`src/rtl/spike_motor_decoder.sv`:
```
// spike_motor_decoder: counts left/right output spikes over a fixed window,
// converts the rate difference into a differential motor command, offers it
// on a valid/ready port and drives two PWM outputs from the accepted duties.
module spike_motor_decoder #(
  parameter int WIN_CYCLES = 1024,
  parameter int CNT_W      = 8,
  parameter int PWM_W      = 8,
  parameter int BASE_DUTY  = 128,
  parameter int GAIN_SHIFT = 2
) (
  input  logic             clk,
  input  logic             rst,
  input  logic             en,
  input  logic [1:0]       spike_in,
  output logic             cmd_valid,
  input  logic             cmd_ready,
  output logic [PWM_W-1:0] cmd_duty_l,
  output logic [PWM_W-1:0] cmd_duty_r,
  output logic [1:0]       cmd_dir,
  output logic             pwm_l,
  output logic             pwm_r,
  output logic             overrun
);

  localparam int WIN_W = (WIN_CYCLES > 2) ? $clog2(WIN_CYCLES) : 1;
  localparam int AW    = CNT_W + GAIN_SHIFT + 3;

  localparam logic [WIN_W-1:0]     WIN_LAST  = WIN_W'(WIN_CYCLES - 1);
  localparam logic signed [AW-1:0] BASE_S    = AW'(BASE_DUTY);
  localparam logic signed [AW-1:0] DUTY_MAX  = AW'((1 << PWM_W) - 1);

  localparam logic [1:0] ST_ACCUM   = 2'd0;
  localparam logic [1:0] ST_COMPUTE = 2'd1;
  localparam logic [1:0] ST_OFFER   = 2'd2;

  // Saturating increment: a full counter stays at its maximum.
  function automatic logic [CNT_W-1:0] sat_inc(input logic [CNT_W-1:0] c,
                                               input logic inc);
    if (inc && (c != '1)) return c + CNT_W'(1);
    return c;
  endfunction

  // Clamp a signed duty request into the unsigned PWM range.
  function automatic logic [PWM_W-1:0] clamp_duty(input logic signed [AW-1:0] v);
    if (v[AW-1]) return '0;
    if (v > DUTY_MAX) return '1;
    return v[PWM_W-1:0];
  endfunction

  logic [WIN_W-1:0]     win_cnt;
  logic [CNT_W-1:0]     cnt_l, cnt_r;
  logic [CNT_W-1:0]     cnt_l_nx, cnt_r_nx;
  logic [CNT_W-1:0]     snap_l_p0, snap_r_p0;
  logic [1:0]           state;
  logic                 win_end;
  logic                 accept;
  logic signed [AW-1:0] diff, off, sum_l, sum_r;
  logic [PWM_W-1:0]     duty_l_act, duty_r_act;
  logic [PWM_W-1:0]     pwm_cnt;

  // Window end, next-count values and the steering arithmetic on the snapshot.
  always_comb begin
    win_end  = en && (win_cnt == WIN_LAST);
    accept   = cmd_valid && cmd_ready;
    cnt_l_nx = sat_inc(cnt_l, en && spike_in[0]);
    cnt_r_nx = sat_inc(cnt_r, en && spike_in[1]);
    diff     = $signed(AW'(snap_l_p0)) - $signed(AW'(snap_r_p0));
    off      = diff <<< GAIN_SHIFT;
    sum_l    = BASE_S - off;
    sum_r    = BASE_S + off;
  end

  // Window position and spike counters; both freeze while en is low.
  always_ff @(posedge clk or posedge rst) begin
    if (rst) begin
      win_cnt <= '0;
      cnt_l   <= '0;
      cnt_r   <= '0;
    end else if (en) begin
      win_cnt <= win_end ? '0 : win_cnt + WIN_W'(1);
      cnt_l   <= win_end ? '0 : cnt_l_nx;
      cnt_r   <= win_end ? '0 : cnt_r_nx;
    end
  end

  // Command FSM: snapshot at window end, register payload, hold until accepted.
  always_ff @(posedge clk or posedge rst) begin
    if (rst) begin
      state      <= ST_ACCUM;
      snap_l_p0  <= '0;
      snap_r_p0  <= '0;
      cmd_valid  <= 1'b0;
      cmd_duty_l <= '0;
      cmd_duty_r <= '0;
      cmd_dir    <= 2'b00;
      overrun    <= 1'b0;
    end else begin
      case (state)
        // Stage p0: capture the finished window, including this cycle's spikes.
        ST_ACCUM: begin
          if (win_end) begin
            snap_l_p0 <= cnt_l_nx;
            snap_r_p0 <= cnt_r_nx;
            state     <= ST_COMPUTE;
          end
        end
        // Stage p1: payload and valid are registered together.
        ST_COMPUTE: begin
          cmd_valid  <= 1'b1;
          cmd_duty_l <= clamp_duty(sum_l);
          cmd_duty_r <= clamp_duty(sum_r);
          cmd_dir    <= {snap_l_p0 > snap_r_p0, snap_r_p0 > snap_l_p0};
          state      <= ST_OFFER;
          if (win_end) overrun <= 1'b1;
        end
        ST_OFFER: begin
          if (win_end) overrun <= 1'b1;
          if (accept) begin
            cmd_valid <= 1'b0;
            state     <= ST_ACCUM;
          end
        end
        default: state <= ST_ACCUM;
      endcase
    end
  end

  // Free-running PWM with duties latched on the accepting handshake edge.
  always_ff @(posedge clk or posedge rst) begin
    if (rst) begin
      pwm_cnt    <= '0;
      duty_l_act <= '0;
      duty_r_act <= '0;
      pwm_l      <= 1'b0;
      pwm_r      <= 1'b0;
    end else begin
      pwm_cnt <= pwm_cnt + PWM_W'(1);
      pwm_l   <= (pwm_cnt < duty_l_act);
      pwm_r   <= (pwm_cnt < duty_r_act);
      if (accept) begin
        duty_l_act <= cmd_duty_l;
        duty_r_act <= cmd_duty_r;
      end
    end
  end

endmodule

```
`config.mk`:
```
export PLATFORM = sky130hd
export DESIGN_NAME = spike_motor_decoder
export DESIGN_NICKNAME = d
export VERILOG_FILES = /design/src/rtl/spike_motor_decoder.sv
export SDC_FILE = /design/constraint.sdc
export NUM_CORES = 1
export LEC_CHECK = 0
export CORE_MARGIN = 3
export CORE_UTILIZATION = 64
export CTS_CLUSTER_SIZE = 28
export DETAILED_ROUTE_END_ITERATION = 7
export GPL_TIMING_DRIVEN = 0
export PLACE_DENSITY = 0.85
export SLEW_MARGIN = 20
export SYNTH_ARGS = -nofsm -noshare
export SYNTH_HDL_FRONTEND = slang
export SYNTH_SLANG_ARGS = --single-unit
export TNS_END_PERCENT = 5
```
`constraint.sdc`:
```
create_clock -name clk -period 11.05 [get_ports clk]
set_input_delay 2.21 -clock clk [delete_from_list [all_inputs] [get_ports clk]]
set_output_delay 2.21 -clock clk [all_outputs]
set_load 0.03 [all_outputs]
```
# After elaboration in Yosys (flattened, before gate mapping)
# Cells that the tools add are included.
totals:
  register_bits: 90
  in_bits: 6
  out_inout_bits: 22
  wordCells: 81
classes:
  n_addsub: 7
  n_lt_le_gt_ge: 6
  eq_ne: 7
  mux: 32
  n_reduce_logical: 13
op_table:
  columns: ["op", "count"]
  rows:
  - ["$mux W8", 14]
  - ["$add A8 B1 Y8 const B", 3]
  - ["$gt A12 B9 Y1 const B", 2]
  - ["$gt A8 B8 Y1", 2]
  - ["$lt A8 B8 Y1", 2]
  - ["$ne A8 B8 Y1 const B", 2]
  - ["$mux W1", 13]
  - ["$add A9 B11 Y12 const A", 1]
  - ["$sub A9 B11 Y12 const A", 1]
  - ["$add A10 B1 Y10 const B", 1]
  - ["$eq A10 B10 Y1 const B", 1]
  - ["$mux W10", 1]
  - ["$sub A8 B8 Y9", 1]
  - ["$reduce_and A2 Y1", 4]
  - ["$logic_and A1 B1 Y1", 6]
  - ["$pmux W2 S3", 1]
  - ["$mux W2", 2]
  - ["$ne A2 B2 Y1 const B", 2]
  - ["$eq A2 B1 Y1 const B", 1]
  - ["$eq A2 B2 Y1 const B", 1]
  - ["$logic_not A2 Y1", 1]
  - ["$pmux W1 S2", 1]
  - ["$reduce_bool A2 Y1", 1]
  - ["$reduce_or A2 Y1", 1]

# Longest topological paths before layout
# Gate-level depths: netlist of the first run.
logic_depth:
  ltp_word: 8
  ltp_mapped: 17
  depth_no_buf: 17

# Worst setup path after synthesis of the first run
# OpenSTA, ideal clock, no wires.
synth_timing:
  path_type: "in2reg"
  from: "input port en"
  to: "register snap_r_p0[5]"
  setup_ns: 0.137
  arrival_ns: 3.385
  t_required_ns: 10.913
  slack_ns: 7.528
  cell_stages: 7
  path_buffers: 1
  cell_sequence: "clkbuf_1 nand2_1 a41oi_1 and3_1 nand4_1 xor2_1 a21oi_1"
synth_between:
  elab_chain_len: 4
  elab_cells_between_ends: 6
  cone_classes: "2 x mux; 4 x reduce/logical"
synth_rtl:
  columns: ["element", "line", "source"]
  rows:
  - ["start: declaration", "13", "input logic en,"]
  - ["$logic_and A1 B1 Y1", "66", "cnt_r_nx = sat_inc(cnt_r, en && spike_in[1]);"]
  - ["$logic_and A1 B1 Y1", "39", "if (inc && (c != '1)) return c + CNT_W'(1);"]
  - ["$mux W1", "39", null]
  - ["$mux W8", "40", "return c;"]
  - ["end signal: assignment", "103", "snap_r_p0 <= cnt_r_nx;"]
  - ["end: declaration", "53", "logic [CNT_W-1:0] snap_l_p0, snap_r_p0;"]
# Parallel ways exist; a longest one is shown, timed or not.
# A chain may end at the register's enable or synchronous reset.

# Worst setup path in the final report of the first run
layout_timing:
  from: "input port en"
  to: "register snap_r_p0[7]"
# The elaborated chain is that of the path after synthesis.

==> flow_metrics.tcl, run 1 <==
set metrics [dict create \
    cts_sinks 86 \
    worst_pin_slew_ns 0.637 \
    start_util_pct 67.0 \
    critPathArrivalTime_ns 4.26 \
    route.detailed.drc 0 \
    post_dp_cell_area_sq_mm 0.00502 \
    synth-main-ff-cell "dfrtp_1" \
    grtUsageMet2_pct 42.9 \
    final_hold_viol_count 0 \
    cp_num_cells 8 \
    yosys_warnings 0 \
    dp.final_hpwl_um 6780 \
    worst_clock_skew_ns 0.0141 \
    gr-usage-met3_pct 3.92 \
    synth_nets 498 \
    synth-edff-count 0 \
    cts_max_path_buffers 2 \
    clk_pin_slew_worst_paths_ns 0.09 \
    syn2layout_area_growth_pct 14.1 \
    fin_nets 537 \
    pre_cts_ws_ns 6.65 \
    max_stage_delay_ns 0.51 \
    drive_above_1_share_pct 11.0 \
    p_int_uw 512 \
    cts_resized 0 \
    vias_per_cell 5.70 \
    setup_viol_count_final 0 \
    p_seq_share_pct 52.8 \
    timing.final.crit_period_ns 4.04 \
    fmax_mhz 247 \
    outcome "completed" \
    cp-end-kind "flip-flop" \
    leakage_uw 0.00247 \
    met1_usage_pct 29.2 \
    dp_cells 580 \
    grt.busiest_layer "met2" \
    row_count 30 \
    vias 3395 \
    crit_path_start_kind "input pin" \
    powerDensity_mw_per_mm2 135 \
    wire_per_inst_um 15.6 \
    worstSetupPathType "input pin to flip-flop" \
    p_sw_uw 196 \
    synth.avg_cell_area_sq_um 10.1 \
    ant_nets 0 \
    cts.htree.levels 3 \
    holdBufCountCts 0 \
    power_uw 708 \
    grt_start_max_net_pins 62 \
    fin_cells 596 \
    port_buffers 27 \
    synth_cell_types 51 \
    clk_latency_ns 0.36 \
    antenna_found_initial 0 \
    cp_max_fo 10 \
    die_area_sq_mm 0.00825 \
    async_reset_ff_share_pct 100 \
    ios 28 \
    path_buf_inv 2 \
    grt_usage_pct 24.2 \
    wl_um 9280 \
    core_area_sq_mm 0.00687 \
    syn_inst 456 \
    comb_power_share_pct 11.7 \
    fin_setup_tns_ns 0 \
    worstPathCellList "clkdlybuf4s50_1 > clkbuf_1 > nand2_1 > a41oi_1 > and3_1 > nand3_1 > xor2_1 > a21oi_1" \
    slew_headroom_pct 57.2 \
    die_w_um 90.8 \
    gp_congestion 0.836 \
    post_cts.repair.setup_buffers 0 \
    power_frac_clock_pct 35.5 \
    drtIter0Drc 161 \
    cts_made_buffers 9 \
    num_antenna_cells 0 \
    path_delay_family "buffers and inverters" \
    die_height_um 90.8 \
    ys_ff_latch 86 \
    worstPathRequired_ns 11.27 \
    crit_slowest_cell "clkdlybuf4s50_1" \
    cts_tree "built" \
    synth_seq_area_share_pct 46.8 \
    rr_worst_depth 16 \
    grt_first_pass_wirelength_um 16000 \
    syn_area_sq_mm 0.00460 \
    min_path_type "flip-flop to flip-flop" \
    grt.overflow.total 0 \
    design_area_sq_mm 0.00525 \
    final_cell_mix "dfrtp_1 (86), nor2_1 (51), inv_1 (42)" \
    dr.pass1.iters 4 \
    root_buffer "clkbuf_8" \
    slew_viol_final 0 \
    fin_ws_ns 7.01 \
    layout_commonest_cell "dfrtp_1" \
    fin_crit_sh_pct 36.6 \
    grt_pass1_vias 3493 \
    ir_drop_mv 0.134 \
    rsz0062_at_grt "no" \
    switching_share_pct 27.7 \
    maxCapViolations 0 \
    hold_depth 1 \
]
## per-layer routing
metal	vias to the layer above	wire, um
met4	0	205
li1	1641	-
met3	18	333
met2	77	4800
met5	-	0
met1	1659	3940
## path summary, 6_finish.rpt
kind / from / end / slack [ns]
worst min-delay path: win_cnt[8] / win_cnt[8] / 0.49
worst max-delay path: en / snap_r_p0[7] / 7.01
worst max register to register: snap_l_p0[0] / cmd_duty_l[5] / 7.07
worst min register to register: win_cnt[8] / win_cnt[8] / 0.49
max in group asynchronous: rst / snap_l_p0[7] / 8.27
min in group asynchronous: rst / win_cnt[0] / 2.19
## power groups by stage
stage / Clock (uW) / Combinational, uW / Sequential (uW)
floorplan: 0 / 63.8 / 372
global placement: 0 / 77.0 / 376
detailed placement: 0 / 82.3 / 379
CTS: 254 / 83.4 / 373
global route: 268 / 97.4 / 378
finish: 252 / 82.6 / 374
## per-stage QoR
step / utilization [%] / hold WS [ns]
finish: 76.5 / 0.485
global route: 76.5 / 0.504
CTS: 76.5 / 0.486
detailed placement: 73.1 / 0.465
global placement: 72.7 / 0.451
floorplan: - / 0.445
## flip-flops by register name, summed over array words and instances (netlist names)
name        flops
duty_l_act      7
cnt_r           8
duty_r_act      7
cmd_duty_l      7
pwm_r           1
state           2
overrun         1
pwm_cnt         8
cmd_duty_r      7
snap_l_p0       8
snap_r_p0       8
win_cnt        10
pwm_l           1
cmd_dir         2
cmd_valid       1
cnt_l           8
## synthesized netlist by cell type, drive strengths merged (2+ instances only)
master | count | area [sq um]
nor3 | 6 | 30.0
ha | 35 | 438
nor3b | 4 | 30.0
inv | 43 | 161
nor2 | 51 | 191
and3 | 10 | 65.1
nand4 | 6 | 37.5
nor2b | 3 | 18.8
xor2 | 11 | 123
nand3 | 15 | 75.1
a31oi | 2 | 27.5
o31ai | 4 | 43.8
a211o | 2 | 17.5
a21o | 8 | 60.1
dfrtp | 86 | 2150
mux2i | 2 | 20.0
a211oi | 2 | 25.0
xnor2 | 21 | 184
nand2b | 3 | 18.8
o21ai | 18 | 90.1
mux2 | 17 | 191
o22ai | 4 | 25.0
a221o | 2 | 22.5
buf | 4 | 30.0
a21oi | 38 | 209
nand2 | 35 | 131
clkbuf | 9 | 33.8
and3b | 2 | 17.5
a41oi | 2 | 25.0
## cell type report
type | instances | area (sq um)
clock inverters | 7 | 105
repair buffers | 28 | 298
plain buffers | 13 | 63.8
clock buffers | 9 | 124
well taps | 96 | 120
flip-flops and latches | 86 | 2150
multi-input cells | 314 | 2230
fillers | 460 | 1620
inverters | 43 | 164
## logic make-up after synthesis
kind of cell	count (synthesis)	synth area share [%]
AO/OA/AOI/OAI	87	13.0
XOR/XNOR	32	6.66
adder cells (fa/ha/maj)	36	9.95
buffers and inverters	56	4.89
flip-flops	86	46.8
multiplexers	19	4.59
AND/OR/NAND/NOR	140	14.2
Power figures use the tool's default switching activity.
==> inputs of run 2 (changes only) <==
--- a/config.mk
+++ b/config.mk
@@ -6,11 +6,11 @@
 export NUM_CORES = 1
 export LEC_CHECK = 0
 export CORE_MARGIN = 3
-export CORE_UTILIZATION = 64
+export CORE_UTILIZATION = 60
 export CTS_CLUSTER_SIZE = 28
 export DETAILED_ROUTE_END_ITERATION = 7
 export GPL_TIMING_DRIVEN = 0
-export PLACE_DENSITY = 0.85
+export PLACE_DENSITY = 0.8
 export SLEW_MARGIN = 20
 export SYNTH_ARGS = -nofsm -noshare
 export SYNTH_HDL_FRONTEND = slang
==> constraint.sdc (replaced) <==
create_clock -name clk -period 4.2 [get_ports clk]
set_input_delay 0.84 -clock clk [delete_from_list [all_inputs] [get_ports clk]]
set_output_delay 0.84 -clock clk [all_outputs]
set_load 0.03 [all_outputs]
==> flow_metrics.tcl, run 2 (same netlist as run 1, synthesis figures left out) <==
set metrics [dict create \
    grt_pass1_vias 3332 \
    top_register "win_cnt" \
    die_w_um 93.6 \
    num_antenna_cells 0 \
    ir_drop_mv 0.388 \
    cts_resized 0 \
    core_area_sq_mm 0.00733 \
    worstPathRequired_ns 4.45 \
    setup_viol_count_final 0 \
    dr_wl_met3_um 247 \
    ios 28 \
    min_path_type "flip-flop to flip-flop" \
    slew_viol_final 0 \
    grt_start_max_net_pins 55 \
    outcome "completed" \
    timing.final.crit_period_ns 3.79 \
    final_core_util_pct 71.5 \
    leakage_uw 0.00248 \
    grt_first_pass_wirelength_um 15200 \
    dr_wl_met2_um 4620 \
    clk_pin_slew_worst_paths_ns 0.09 \
    post_dp_cell_area_sq_mm 0.00503 \
    worst_pin_slew_ns 0.602 \
    die_height_um 93.6 \
    slew_headroom_pct 59.6 \
    design_area_sq_mm 0.00525 \
    worst_clock_skew_ns 0.0141 \
    final_cell_mix "dfrtp_1 (86), nor2_1 (51), inv_1 (42)" \
    drtIter0Drc 110 \
    layout_commonest_cell "dfrtp_1" \
    gp_congestion 0.835 \
    fmax_mhz 264 \
    largest_register_ffs 10 \
    syn2layout_area_growth_pct 13.9 \
    cts_max_path_buffers 2 \
    start_util_pct 62.8 \
    powerDensity_mw_per_mm2 338 \
    ant_nets 0 \
    root_buffer "clkbuf_8" \
    dr.pass1.iters 4 \
    die_area_sq_mm 0.00876 \
    fillCellCount 541 \
    cp-end-kind "flip-flop" \
    cts_tree "built" \
    worstSetupPathType "flip-flop to flip-flop" \
    cts_sinks 86 \
    port_buffers 27 \
    highest_layer "met4" \
    vias_per_cell 5.56 \
    wl_met1_um 3880 \
    critPathArrivalTime_ns 4.04 \
    dp.final_hpwl_um 6790 \
    wire_per_inst_um 14.8 \
    vias 3349 \
    fin_crit_sh_pct 90.2 \
    route.detailed.drc 0 \
    final_hold_viol_count 0 \
    wl_um 8880 \
    maxCapViolations 0 \
    row_count 31 \
    clk_latency_ns 0.35 \
    grt.overflow.total 0 \
    antenna_found_initial 0 \
    grt_usage_pct 22.1 \
    cts_made_buffers 9 \
    power_uw 1770 \
    rsz0062_at_grt "no" \
    fin_nets 540 \
    crit_path_start_kind "flip-flop" \
    drive_above_1_share_pct 11.5 \
    cts.htree.levels 3 \
    cp_max_fo 6 \
]
-- run 2: metrics by stage --
stage	worst slack [ns]	setup TNS [ns]	instances	hold slack [ns]
2_1_floorplan	0.716	0	456	0.445
3_3_place_gp	-0.117	-9.60	582	0.453
3_5_place_dp	0.276	0	583	0.463
4_1_cts	0.273	0	599	0.479
5_1_grt	0.159	0	602	0.493
6_report	0.411	0	602	0.479
-- run 2: worst max-delay path, cell delays in order, from the launching register on --
cell      delay [ns]
dfrtp_1         0.39
inv_1           0.08
ha_1            0.14
inv_1           0.04
fa_1            0.41
a211oi_2        0.30
o31ai_1         0.12
a21oi_1         0.26
xor2_2          0.11
buf_4           0.17
ha_1            0.20
a41o_1          0.28
o32ai_1         0.28
a21oi_1         0.12
ha_1            0.39
a21oi_1         0.12
mux2_2          0.27
-- run 2: path summary, 6_finish.rpt --
check	startpoint	endpoint	slack [ns]	depth (start not counted)
setup / recovery	snap_l_p0[0]	cmd_duty_l[5]	0.41	16
hold / removal	win_cnt[8]	win_cnt[8]	0.48	1
setup reg to reg	snap_l_p0[0]	cmd_duty_l[5]	0.41	16
hold reg to reg	win_cnt[8]	win_cnt[8]	0.48	1
max in group asynchronous	rst	cmd_dir[1]	2.75	3
min in group asynchronous	rst	duty_l_act[5]	0.84	2
-- run 2: what timing repair did --
| action | 4_1_cts | 5_1_grt |
|---|---|---|
| endpoints found under the setup margin | 0 | 2 |
| buffers inserted | 0 | 3 |
| hold buffers | 0 | 0 |
-- run 2: layer usage --
| layer | GRT usage, % | vias to the layer above |
|---|---|---|
| met1 | 27.4 | 1646 |
| li1 | - | 1641 |
| met5 | 0 | - |
| met2 | 39.7 | 51 |
| met4 | 7.58 | 0 |
| met3 | 2.82 | 11 |
-- run 2: power breakdown --
group / internal [uW] / switching, uW / total [uW]
Combinational: 94.9 / 123 / 217
Clock: 277 / 298 / 575
Sequential: 908 / 73.3 / 981
-- run 2: cell type report --
cell class | count | area (sq um) | area share [%]
Clock inverter | 7 | 71.3 | 1.36
Timing Repair Buffer | 31 | 320 | 6.11
Sequential cell | 86 | 2150 | 41.0
Clock buffer | 9 | 124 | 2.36
Inverter | 43 | 164 | 3.12
Buffer | 13 | 63.8 | 1.22
Tap cell | 99 | 124 | 2.36
Multi-Input combinational cell | 314 | 2230 | 42.4
==> inputs of run 3 (changes only) <==
--- a/config.mk
+++ b/config.mk
@@ -11,6 +11,7 @@
 export DETAILED_ROUTE_END_ITERATION = 7
 export GPL_TIMING_DRIVEN = 0
 export PLACE_DENSITY = 0.8
+export SKIP_CTS_REPAIR_TIMING = 1
 export SLEW_MARGIN = 20
 export SYNTH_ARGS = -nofsm -noshare
 export SYNTH_HDL_FRONTEND = slang
==> results of run 3 <==
Final layout, timing and power as in run 2 (identical DEF).
